File: src/rtl/arb_pack_pkg.sv
// rtl/arb_pack_pkg.sv - shared constants and helpers for the arbiter word packer
package arb_pack_pkg;

    localparam int BYTE_W     = 8;
    localparam int WORD_BYTES = 4;
    localparam int LANE_W     = 2;
    localparam int WORD_W     = 32;
    localparam int ENTRY_W    = WORD_BYTES + WORD_W;

    // Accumulator control states: EMPTY holds no bytes, PARTIAL holds 1-3
    localparam logic [0:0] ST_EMPTY   = 1'b0;
    localparam logic [0:0] ST_PARTIAL = 1'b1;

    // Contiguous lane-enable mask for a word holding n bytes (n = 0..4)
    function automatic logic [WORD_BYTES-1:0] be_mask(input logic [LANE_W:0] n);
        logic [WORD_BYTES-1:0] m;
        case (n)
            3'd1:    m = 4'b0001;
            3'd2:    m = 4'b0011;
            3'd3:    m = 4'b0111;
            3'd4:    m = 4'b1111;
            default: m = 4'b0000;
        endcase
        return m;
    endfunction

endpackage

File: src/rtl/arb_word_packer_word_queue.sv
// rtl/arb_word_packer_word_queue.sv - small synchronous FIFO holding completed words
module word_queue #(
    parameter int WIDTH = 36,
    parameter int DEPTH = 2
) (
    input  logic             clk,
    input  logic             rst,
    input  logic             push,
    input  logic [WIDTH-1:0] push_data,
    input  logic             pop,
    output logic             full,
    output logic             empty,
    output logic [WIDTH-1:0] head
);

    localparam int AW = (DEPTH > 1) ? $clog2(DEPTH) : 1;
    localparam logic [AW:0] DEPTH_C = (AW + 1)'(DEPTH);

    logic [WIDTH-1:0] mem [DEPTH];
    logic [AW-1:0]    wr_ptr;
    logic [AW-1:0]    rd_ptr;
    logic [AW:0]      count;
    logic             wr_en;
    logic             rd_en;

    assign full  = (count == DEPTH_C);
    assign empty = (count == '0);
    assign head  = mem[rd_ptr];

    // A pop in the same cycle frees the slot a full-queue push needs
    assign wr_en = push && (!full || pop);
    assign rd_en = pop && !empty;

    // Storage, pointers (wrap naturally at power-of-two depth) and occupancy
    always_ff @(posedge clk) begin
        if (rst) begin
            wr_ptr <= '0;
            rd_ptr <= '0;
            count  <= '0;
            for (int i = 0; i < DEPTH; i++) begin
                mem[i] <= '0;
            end
        end else begin
            if (wr_en) begin
                mem[wr_ptr] <= push_data;
                wr_ptr      <= wr_ptr + 1'b1;
            end
            if (rd_en) begin
                rd_ptr <= rd_ptr + 1'b1;
            end
            case ({wr_en, rd_en})
                2'b10:   count <= count + 1'b1;
                2'b01:   count <= count - 1'b1;
                default: count <= count;
            endcase
        end
    end

endmodule

File: src/rtl/arb_word_packer.sv
// rtl/arb_word_packer.sv - packs the arbiter byte stream into 32-bit words with byte enables
module arb_word_packer
    import arb_pack_pkg::*;
#(
    parameter int OUT_DEPTH = 2
) (
    input  logic                  clk,
    input  logic                  rst,
    input  logic [BYTE_W-1:0]     din,
    input  logic                  din_valid,
    input  logic                  flush,
    output logic [WORD_W-1:0]     word_out,
    output logic [WORD_BYTES-1:0] be_out,
    output logic                  word_valid,
    input  logic                  word_ready,
    output logic                  overflow,
    output logic                  overflow_sticky,
    output logic [LANE_W-1:0]     fill
);

    logic [0:0]            state;
    logic [LANE_W-1:0]     lane;
    logic [WORD_W-1:0]     acc;
    logic [WORD_W-1:0]     acc_wr;
    logic [LANE_W:0]       bytes_after;
    logic                  complete;
    logic                  pop;
    logic                  drop;
    logic                  q_full;
    logic                  q_empty;
    logic [ENTRY_W-1:0]    q_head;

    // Word as it would look with this cycle's byte merged into its lane
    always_comb begin
        acc_wr = acc;
        if (din_valid) begin
            acc_wr[{lane, 3'b000} +: BYTE_W] = din;
        end
    end

    assign bytes_after = {1'b0, lane} + {{LANE_W{1'b0}}, din_valid};

    // Full word on the fourth byte, or a flush while any byte is held or arriving
    assign complete = (din_valid && (lane == 2'd3))
                   || (flush && ((state == ST_PARTIAL) || din_valid));

    assign pop  = word_valid && word_ready;
    assign drop = complete && q_full && !pop;

    word_queue #(
        .WIDTH (ENTRY_W),
        .DEPTH (OUT_DEPTH)
    ) u_queue (
        .clk       (clk),
        .rst       (rst),
        .push      (complete && !drop),
        .push_data ({be_mask(bytes_after), acc_wr}),
        .pop       (pop),
        .full      (q_full),
        .empty     (q_empty),
        .head      (q_head)
    );

    assign word_valid = !q_empty;
    assign be_out     = q_head[ENTRY_W-1:WORD_W];
    assign word_out   = q_head[WORD_W-1:0];
    assign fill       = lane;

    // Accumulator FSM: collect bytes, clear on every completion (kept or dropped)
    always_ff @(posedge clk) begin
        if (rst) begin
            state <= ST_EMPTY;
            lane  <= '0;
            acc   <= '0;
        end else if (complete) begin
            state <= ST_EMPTY;
            lane  <= '0;
            acc   <= '0;
        end else if (din_valid) begin
            state <= ST_PARTIAL;
            lane  <= lane + 1'b1;
            acc   <= acc_wr;
        end
    end

    // Loss flags: one-cycle pulse per dropped word, sticky until reset
    always_ff @(posedge clk) begin
        if (rst) begin
            overflow        <= 1'b0;
            overflow_sticky <= 1'b0;
        end else begin
            overflow        <= drop;
            overflow_sticky <= overflow_sticky | drop;
        end
    end

endmodule

File: config.mk
export PLATFORM = sky130hd
export DESIGN_NAME = arb_word_packer
export DESIGN_NICKNAME = d
export VERILOG_FILES = /design/src/rtl/arb_pack_pkg.sv /design/src/rtl/arb_word_packer_word_queue.sv /design/src/rtl/arb_word_packer.sv
export SDC_FILE = /design/constraint.sdc
export NUM_CORES = 1
export LEC_CHECK = 0
export ABC_AREA = 1
export CAP_MARGIN = 15
export CORE_ASPECT_RATIO = 1.75
export CORE_MARGIN = 2
export CORE_UTILIZATION = 50
export CTS_CLUSTER_SIZE = 8
export DETAILED_ROUTE_END_ITERATION = 8
export GPL_ROUTABILITY_DRIVEN = 1
export GPL_TIMING_DRIVEN = 1
export PLACE_DENSITY = 0.68
export SLEW_MARGIN = 5
export SYNTH_ARGS = -nofsm -noshare
export SYNTH_HDL_FRONTEND = slang
export SYNTH_SLANG_ARGS = --single-unit
File: constraint.sdc
create_clock -name clk -period 7.4 [get_ports clk]
set_input_delay 2.22 -clock clk [delete_from_list [all_inputs] [get_ports clk]]
set_output_delay 2.22 -clock clk [all_outputs]
set_load 0.005 [all_outputs]
# Word level (Yosys, flattened, before mapping)
# Memories as Yosys holds them, arrays and structs flattened. A register that Yosys moved wholly into a read port is not among the register bits.
# Index checks and enable logic that the tools add are counted.
[word_totals]
reg_bits = 41
mem_bits_rw = 72
inputBits = 13
memories = 1
[memory_table]
columns = ["memory", "depth", "width", "read_ports", "rd_clocked_by_memory_dff", "wr", "line_no", "rtl"]
rows = [
  ["u_queue.mem", 2, 36, 1, 1, 2, "arb_word_packer_word_queue.sv:19", "logic [WIDTH-1:0] mem [DEPTH];"],
]
[classes]
addsub = 7
eq_ne = 8
shifts = 2
n_mux = 14
bitwise_logic = 1
n_reduce_logical = 19
[ops]
columns = ["op", "n"]
rows = [
  ["2-to-1 mux 36 bit", 1],
  ["OR reduction 36 bit", 1],
  ["bitwise mux 32 bit", 1],
  ["2-to-1 mux 32 bit", 1],
  ["variable shift 8 x 7 -> 32 bit, first input constant", 1],
  ["indexed part select 8 x 7 -> 32 bit", 1],
  ["case mux 4 bit (4 select lines)", 1],
  ["2-to-1 mux 1 bit", 9],
  ["logical AND 1 bit", 8],
  ["negation 5 -> 7 bit", 1],
  ["equality test 2 bit, second input constant", 3],
  ["equality test 3 x 2 -> 1 bit, second input constant", 2],
  ["adder 2 x 1 -> 2 bit, second input constant", 2],
  ["zero test 1 bit", 4],
  ["case mux 2 bit (2 select lines)", 1],
  ["adder 2 x 1 -> 3 bit", 1],
  ["equality test 3 x 1 -> 1 bit, second input constant", 1],
  ["equality test 3 bit, second input constant", 1],
  ["logical OR 1 bit", 3],
  ["adder 1 bit, second input constant", 2],
  ["equality test 2 x 1 -> 1 bit, second input constant", 1],
  ["zero test 2 bit", 1],
  ["nonzero test 2 bit", 1],
  ["OR reduction 2 bit", 1],
  ["other kinds (2)", 2],
]

# Logic depth before layout (Yosys ltp)
[logic_depth]
depth_word = 13
depth_mapped = 9
mapped_depth_nobuf = 9

# Cells and area by module
# Synthesis repeated with hierarchy kept, for this count alone.
[unflattened]
cells_unflattened = 535
hier_area_um2 = 5426.5
[modules_own_cells]
columns = ["mod", "n_inst", "cells_per_inst", "area_each_um2", "seq_area_each_um2"]
rows = [
  ["word_queue", 1, 267, 3488.3, 2262.2],
  ["arb_word_packer", 1, 268, 1938.1, 740.7],
]

# Least setup slack after synthesis
# OpenSTA, ideal clock, no wires.
[synth_path]
path_kind = "input port to flip-flop"
start = "input din_valid"
end = "memory u_queue.mem[0][0], enable pin"
setup_ns = 0.394
arrival_ns = 3.790
required_ns = 7.006
path_slack_ns = 3.216
stages = 7
path_buffers = 3
path_cell_list = "buf_4 -> nand2_2 -> a21oi_4 -> nand4_1 -> buf_4 -> buf_6 -> nand2_1"
[synth_rtl]
columns = ["element", "line_no", "rtl"]
rows = [
  ["start: declaration", "arb_word_packer.sv:10", "input logic din_valid,"],
  ["end: declaration", "arb_word_packer_word_queue.sv:19", ""],
]

==> results.py <==
metrics = {
    "yosys": {
        "synth_area_leader_cell": "edfxtp_1",
        "synthXorXnorAreaFrac": 0.00180,
        "syn_area_per_cell_um2": 10.6,
        "synth_cells": 457,
        "synth.area.top_cells": "edfxtp_1, dfxtp_1, nor2_1",
        "synth_ff_type": "edfxtp_1",
        "syn_area_um2": 4860,
        "synth-compound-area-share": 0.0543,
        "synth.net_count": 478,
        "yosysWarnings": 0,
        "yosys.area_share.adder": 0.0206,
        "yosysTopAreaCellShare": 0.445,
        "synthMuxAreaShare": 0.0834,
        "synth_top_family_by_area": "simple AND/OR/NAND/NOR gates",
        "ys_seq_area_frac": 0.617,
        "synth-seq-cells": 114,
        "synth.distinct_cells": 27,
        "synth_edf_count": 72,
        "synthArstFlopShare": 0,
        "synth-simple-area-share": 0.177,
    },
    "drt": {
        "ant_nets": 0,
        "drc": 0,
        "routed_wl_mm": 10.4,
        "wl_per_cell_um": 16.0,
        "dr.pass1.iters": 4,
        "vias": 3307,
        "drt-initial-drc-count": 164,
        "viasPerCell": 5.09,
    },
    "global_route": {
        "grt_pass1_wl_mm": 17.0,
        "grt_max_degree": 38,
        "antenna_found_initial": 0,
        "grt_use_total": 0.216,
        "grt_remaining_overflow": 0,
        "grt_pass1_vias": 3538,
    },
    "hold_path": {
        "min_to": "u_queue.rd_ptr",
        "min_path_type": "register to register",
        "hold_path_startpoint": "u_queue.rd_ptr",
        "whs_path_depth": 2,
    },
    "cells_and_area": {
        "nFillCells": 791,
        "n_antenna_cell": 0,
        "fin_nets": 536,
        "drive_gt1_frac": 0.153,
        "synthToLayoutAreaGrowth_pct": 23.9,
    },
    "setup_path": {
        "start_kind": "primary input",
        "cpPeakStageDelay_ns": 0.91,
        "crit_path_top_delay_cell": "nand2_1",
        "worstSetupEndpointType": "register",
        "rr_worst_depth": 6,
        "cp_max_fo": 37,
        "worst_ep_arrival_time_ns": 5.41,
        "cp_top_family": "simple AND/OR/NAND/NOR gates",
        "critical_path_buf_inv_count": 2,
        "reg2reg_slack_ns": 3.71,
        "crit_type": "primary input to register",
        "reg2reg_to": "u_queue.mem[1][12]",
        "required_ns": 7.49,
        "reg2reg_from": "fill[0]",
        "cp_cell_sequence": "clkdlybuf4s50_1 -> nand2_2 -> a21oi_4 -> nand3_2 -> nand2_1 -> buf_4",
    },
    "clock_network": {
        "post_cts_buffers": 0,
        "clkTransAtPathRegs_ns": 0.05,
        "cts_tree": "done",
        "clockRootBuffer": "clkbuf_16",
        "clock-sinks": 114,
        "cts_made_buffers": 17,
        "cts-htree-levels": 4,
        "postCtsHoldBufs": 0,
        "cts_resized": 0,
        "insertion_delay_ns": 0.41,
        "clock_path_buffers": 2,
    },
    "timing": {
        "fmax_ghz": 0.188,
        "rsz0062_at_grt": "no",
        "setup_viol": 0,
        "fin_tns_setup_ns": 0,
        "slew_headroom": 0.450,
        "post-route-min-period_ns": 5.32,
        "slew_violations": 0,
        "skew_ns": 0.00793,
        "whs_ns": 0.473,
        "tightestPinTransition_ns": 0.822,
        "timing.final.crit_share": 0.719,
        "finalHoldViolCount": 0,
    },
    "pwr": {
        "ir_drop_v": 0.000182,
        "p_per_area_nw_per_um2": 293,
        "p_leak_nw": 2.30,
        "p_total_mw": 1.77,
    },
    "floorplanning": {
        "fp-row-count": 47,
        "initial_core_util": 0.514,
        "fp.dieW_um": 78.6,
        "die_area_um2": 10600,
        "pin_count": 54,
        "coreArea_um2": 9470,
        "die_h_um": 134,
    },
    "run": {
        "maxCapViolations": 0,
    },
    "status": {
        "outcome": "complete, no violations",
    },
    "placement": {
        "routabilityCongestion": 0.794,
        "place.detailed.hpwl_mm": 6.81,
        "io_buffer_count": 53,
    },
}
## cell usage after synthesis (5+ instances only)
| cell | number |
|---|---|
| nor2_1 | 125 |
| edfxtp_1 | 72 |
| nand2_1 | 62 |
| dfxtp_1 | 42 |
| mux2_2 | 36 |
| inv_1 | 28 |
| a21boi_0 | 19 |
| buf_2 | 12 |
| nand3_1 | 9 |
| nor2_2 | 9 |
| ha_1 | 8 |
| a21oi_1 | 7 |
| o21ai_0 | 5 |
## registers in the layout (all words and copies together), names as in the netlist, named ones only
register and flops:
u_queue.rd_ptr 1, acc 32, u_queue.wr_ptr 1, state 1, fill 2, overflow 1
u_queue.count 2, u_queue.mem 72, overflow_sticky 1
## stage by stage
| stage | instance area [um2] | std cells | setup WS [ns] | util |
|---|---|---|---|---|
| 2_1_floorplan | 4860 | 457 | 3.22 | - |
| 3_3_place_gp | 5470 | 618 | 1.78 | 0.578 |
| 3_5_place_dp | 5470 | 618 | 1.65 | 0.578 |
| 4_1_cts | 6030 | 650 | 2.07 | 0.636 |
| 5_1_grt | 6030 | 650 | 1.81 | 0.636 |
| 6_report | 6030 | 650 | 2.08 | 0.636 |
## per-layer routing
| metal | global-route usage | wire length, um |
|---|---|---|
| met1 | 0.230 | 4100 |
| met2 | 0.378 | 5590 |
| met3 | 0.0648 | 360 |
| met4 | 0.115 | 344 |
| met5 | 0 | 0 |
## cell type report
cell class                      instances  area, um2  area share
Clock inverter                          8       86.3      0.0143
Sequential cell                       114       3000       0.498
Timing Repair Buffer                   57        561      0.0930
Clock buffer                           24        472      0.0783
Tap cell                              122        153      0.0253
Multi-Input combinational cell        295       1640       0.272
Inverter                               30        113      0.0187
## tightest hold or removal path, delay by kind of cell (launching register included)
| family | cells | cell delay (ns) |
|---|---|---|
| AO/OA/AOI/OAI | 1 | 0.06 |
| flip-flops | 1 | 0.29 |
| buffers and inverters | 1 | 0.07 |
## cells in the final DEF (no fill, tap or decap), types with 17 or more instances in the layout
master and count:
mux2_2 36, a21boi_0 19, nor2_1 125, nand2_1 62
inv_1 28, clkdlybuf4s50_1 53, edfxtp_1 72, clkbuf_16 17
dfxtp_1 42
## cells by family (layout without fill, tap and decap cells)
logic type                 after synthesis  count (layout)
and+or+nand+nor                        212             212
DFF                                    114             114
buffers and inverters                   48             119
AOI/OAI and AO/OA                       38              38
muxes                                   36              36
adders and majority gates                8               8
xor gates and xnor gates                 1               1
## worst max-delay path by stage
stage | startpoint | cells past startpoint | end
CTS | din_valid | 6 | u_queue.mem[1][12]
global placement | din_valid | 6 | u_queue.mem[1][0]
finish | din_valid | 6 | u_queue.mem[1][12]
detailed placement | din_valid | 6 | u_queue.mem[1][19]
global route | din_valid | 6 | u_queue.mem[1][18]
floorplan | din_valid | 7 | u_queue.mem[0][0]
## where the power goes
| group | leakage [nW] | internal [mW] | switching [mW] | total [mW] |
|---|---|---|---|---|
| combinational | 0.935 | 0.144 | 0.127 | 0.271 |
| clock | 0.274 | 0.507 | 0.267 | 0.774 |
| sequential | 1.09 | 0.709 | 0.0141 | 0.723 |
| total | 2.30 | 1.36 | 0.408 | 1.77 |
Note: power is estimated with default switching activity, not from simulation.
==> RTL edit 1: new RTL, config.mk and constraints unchanged <==
Make the reset (`rst`) asynchronous in 3 clocked blocks.
--- a/src/rtl/arb_word_packer_word_queue.sv
+++ b/src/rtl/arb_word_packer_word_queue.sv
@@ -32,7 +32,7 @@
     assign rd_en = pop && !empty;
 
     // Storage, pointers (wrap naturally at power-of-two depth) and occupancy
-    always_ff @(posedge clk) begin
+    always_ff @(posedge clk or posedge rst) begin
         if (rst) begin
             wr_ptr <= '0;
             rd_ptr <= '0;
--- a/src/rtl/arb_word_packer.sv
+++ b/src/rtl/arb_word_packer.sv
@@ -67,7 +67,7 @@
     assign fill       = lane;
 
     // Accumulator FSM: collect bytes, clear on every completion (kept or dropped)
-    always_ff @(posedge clk) begin
+    always_ff @(posedge clk or posedge rst) begin
         if (rst) begin
             state <= ST_EMPTY;
             lane  <= '0;
@@ -84,7 +84,7 @@
     end
 
     // Loss flags: one-cycle pulse per dropped word, sticky until reset
-    always_ff @(posedge clk) begin
+    always_ff @(posedge clk or posedge rst) begin
         if (rst) begin
             overflow        <= 1'b0;
             overflow_sticky <= 1'b0;
Function: differs if rst is asserted again (counterexample within 4 cycles, from zero or initial values and one cycle with rst high); with rst held inactive, the same outputs for 4 cycles.
==> RTL edit 1 against the original RTL <==
Die area up 9.0%. Worst hold slack lost 0.0096 ns. Sequential power is 3% higher. Wire length rose by 20%. Count of clock-buffer cells in the layout shrank 3. Clock power grew 20%. Sequential cell count is 1 lower. Synthesized cell count up 47%. Worst setup slack gained 0.74 ns. Design area is 8.3% higher. Area after synthesis rose by 9.4%. Power up 20%. Critical path depth shrank 1. Critical endpoint is now word_out[9]. Largest power group unchanged. Highest routed layer unchanged.
==> RTL edit 1: results (changes against the original RTL) <==
slowest_delay_ns: 0.58  # -0.33 ns
place_area_um2: 5860  # +7.2%
finalNonFillerCells: 860  # +32%
grt_pass1_vias: 4247  # +20%
yosysSeqAreaShare_pct: 53.2  # -8.6 points
synth.lib_cells_used.distinct: 24  # -11%
routed_via_density: 5.03  # -1.1%
synth-xor-area-share_pct: 0.494  # +0.31 points
crit_arrival_ns: 2.36  # -3.05 ns
synth_adder_area_share_pct: 1.88  # -0.18 points
synth_nets: 694  # +45%
hpwl_um: 7860  # +15%
tightest_slew_ns: 0.869  # +0.0466 ns
dr.pass1.iters: 5  # +1
grt_pass1_wl_um: 20700  # +22%
cts_repair_resize_count: 0  # unchanged
clk_latency_ns: 0.41  # about the same
synthTopCellsByArea: "dfrtp_1 (53%), nand2_1 (27%), and2_1 (2.8%)"
antenna_found_initial: 0  # unchanged
fin_nets: 741  # +38%
synth_mux_area_share_pct: 0  # -8.3 points
yosys-top-cells-count: "nand2_1 (388), dfrtp_1 (113), o21ai_0 (28)"
port_buffers: 53  # unchanged
worstPathMaxFanout: 37  # unchanged
status: "finished clean"
synth_ff_type: "dfrtp_1"
wl_per_cell_um: 14.5  # -9.4%
vdd_drop_max_uv: 254  # +39%
finClkSkew_ns: 0.00629  # -0.00164 ns
async_reset_ff_share_pct: 100  # +100 points
cts_setup_buffers: 0  # unchanged
clk_pin_slew_ns: 0.05  # about the same
drt_iter0_drc: 246  # +50%
drive_gt1_share_pct: 6.68  # -8.7 points
dp.cells: 828  # +34%
synthCells: 673  # +47%
synth_top_family_by_area: "simple AND/OR/NAND/NOR gates"
grt_max_degree: 72  # +89%
grt.total_usage_pct: 23.8  # +2.2 points
cellLeakagePower_nw: 3.54  # +54%
n_fill_cell: 898  # +14%
gp_congestion: 0.851  # +7.3%
synth_compound_area_share_pct: 3.79  # -1.6 points
worst_path_max_delay_cell: "inv_2"
-- RTL edit 1: cell families after synthesis --
group	count (synthesis)
buffers and inverters	53
adders and majority gates	8
and+or+nand+nor	458
DFF	113
xor gates and xnor gates	3
AOI/OAI and AO/OA	38
-- RTL edit 1: worst paths after layout --
| check | start | end | slack, ns | depth (start not counted) |
|---|---|---|---|---|
| max reg2reg | fill[0]$_DFFE_PP0P_ | u_queue.mem[62]$_DFFE_PP0P_ | 4.70 | 6 |
| max in group asynchronous | rst | acc[8]$_DFFE_PP0P_ | 3.95 | 3 |
| min reg2reg | overflow_sticky$_DFF_PP0_ | overflow_sticky$_DFF_PP0_ | 0.46 | 1 |
| min | overflow_sticky$_DFF_PP0_ | overflow_sticky$_DFF_PP0_ | 0.46 | 1 |
| min in group asynchronous | rst | u_queue.mem[2]$_DFFE_PP0P_ | 2.35 | 2 |
| max | u_queue.rd_ptr$_DFFE_PP0P_ | word_out[9] | 2.82 | 5 |
-- RTL edit 1: power by group --
part,switching (W),internal [W]
sequential,0.0000508,0.000693
clock,0.000279,0.000646
combinational,0.000297,0.000161
total,0.000627,0.00150
-- RTL edit 1: area by class of cell --
type	instances	share of cell area (%)
clock buffer	21	7.05
clock inverter	11	3.18
inverter	26	1.53
multi-input combinational	507	34.1
sequential	113	43.3
tap	127	2.43
timing repair buffer	55	8.36
-- RTL edit 1: per-layer routing --
metal / wire [um] / vias to the layer above / GRT usage [%]
li1: - / 2157 / -
met1: 5130 / 2049 / 28.7
met2: 6610 / 100 / 40.6
met3: 483 / 22 / 5.67
met4: 230 / 0 / 8.68
met5: 0 / - / 0
-- RTL edit 1: worst max-delay path, delay by kind of cell, from the launching register on --
family,cells,cell delay [ns]
AND/OR/NAND/NOR,2,0.23
buffers and inverters,3,1.35
flip-flops,1,0.36
-- RTL edit 1: stage by stage --
step	utilization [%]	worst slack, ns
2_1_floorplan	-	2.19
3_3_place_gp	56.9	2.74
3_5_place_dp	56.9	2.59
4_1_cts	63.4	2.79
5_1_grt	63.4	2.69
6_report	63.4	2.82
==> RTL edit 2: new RTL, same settings <==
Made on the original files. The package constant `BYTE_W` goes from 8 to 6.
--- a/src/rtl/arb_pack_pkg.sv
+++ b/src/rtl/arb_pack_pkg.sv
@@ -1,7 +1,7 @@
 // rtl/arb_pack_pkg.sv - shared constants and helpers for the arbiter word packer
 package arb_pack_pkg;
 
-    localparam int BYTE_W     = 8;
+    localparam int BYTE_W     = 6;
     localparam int WORD_BYTES = 4;
     localparam int LANE_W     = 2;
     localparam int WORD_W     = 32;
Ports: changed (resized din); port bits go from 54 to 52. The function was not compared with the original's and may differ.
==> RTL edit 2 against the original RTL <==
Design area fell by 22%. Sequential cell count fell by 24. Wire length fell by 30%. Maximum frequency rose by 21%. Critical path type unchanged. Final cell count fell by 23%. Area after synthesis fell by 20%. Worst setup slack improved by 0.92 ns. Largest cell class unchanged. Power fell by 26%.
==> RTL edit 2: results (changes against the original RTL) <==
yosysSeqAreaShare_pct: 60.7  # -1.1 points
n_clock_buffer: 10  # -58%
n_fill_cell: 635  # -20%
fp-row-count: 42  # -11%
drt_iter0_drc: 149  # -9.1%
place_area_um2: 4350  # -20%
min_period_ns: 4.40  # -0.924 ns
cts_buffers: 9  # -8
finClkSkew_ns: 0.00354  # -0.00439 ns
tightest_slew_ns: 0.615  # -0.207 ns
multi_input_gates: 241  # -18%
grt_util_met1_pct: 22.9  # -0.084 points
inverters: 21  # -30%
use_met2_pct: 31.1  # -6.7 points
route.met2.wl_um: 3750  # -33%
crit_arrival_ns: 4.40  # -1.01 ns
met1_length_um: 3020  # -26%
grt_pass1_wl_um: 12200  # -28%
hpwl_um: 4850  # -29%
power_frac_comb_pct: 16.7  # +1.4 points
r2r_end: "u_queue.mem[1][27]$_SDFFCE_PN0P_"
wl_um: 7280  # -30%
min_from: "overflow_sticky$_SDFF_PP0_"
pre_cts_ws_ns: 2.59  # +0.934 ns
clk_latency_ns: 0.34  # -0.07 ns
worstPathMaxFanout: 29  # -22%
reg_top3: "u_queue.mem (56), acc (24)"
critical_path.top_delay_family: "buffers and inverters"
finalNonFillerCells: 503  # -23%
port_buffers: 43  # -19%
p_clk_share_pct: 39.6  # -4.2 points
h-tree-depth: 3  # -1
vdd_drop_max_uv: 217  # +19%
num_vias: 2552  # -23%
p_per_area_nw_per_um2: 279  # -5.0%
fin_area_um2: 4690  # -22%
grt_max_degree: 30  # -21%
fin_nets: 429  # -20%
status: "finished clean"
gp_congestion: 0.795  # +0.19%
final-clk-cell-share_pct: 7.31  # -2.0 points
min_to: "overflow_sticky$_SDFF_PP0_"
synth.lib_cells_used.distinct: 22  # -19%
synthTopCellsByArea: "edfxtp_1 (43%), dfxtp_1 (17%), nor2_1 (10%)"
grt_pass1_vias: 2489  # -30%
dp.cells: 487  # -21%
==> RTL edit 2: cell types whose count changed in the layout (fill, tap and decap cells not counted), sizes merged, moves of 2 or more <==
cell,delta
conb,+8
a22oi,-2
nand3,-8
clkinv,-3
clkbuf,-14
nor2,-31
edfxtp,-16
nand2,-14
dfxtp,-8
clkdlybuf4s50,-10
inv,-9
mux2,-8
==> RTL edit 2: logic make-up after synthesis <==
logic type      count (synthesis)  share of synthesized area, %
simple gates                  159                          16.1
flops                          90                          60.7
buf+inv                        42                          5.63
compound gates                 37                          6.59
mux                            28                          8.10
fa+ha+maj                       8                          2.57
other cells                     1                        0.0963
xor+xnor                        1                         0.225
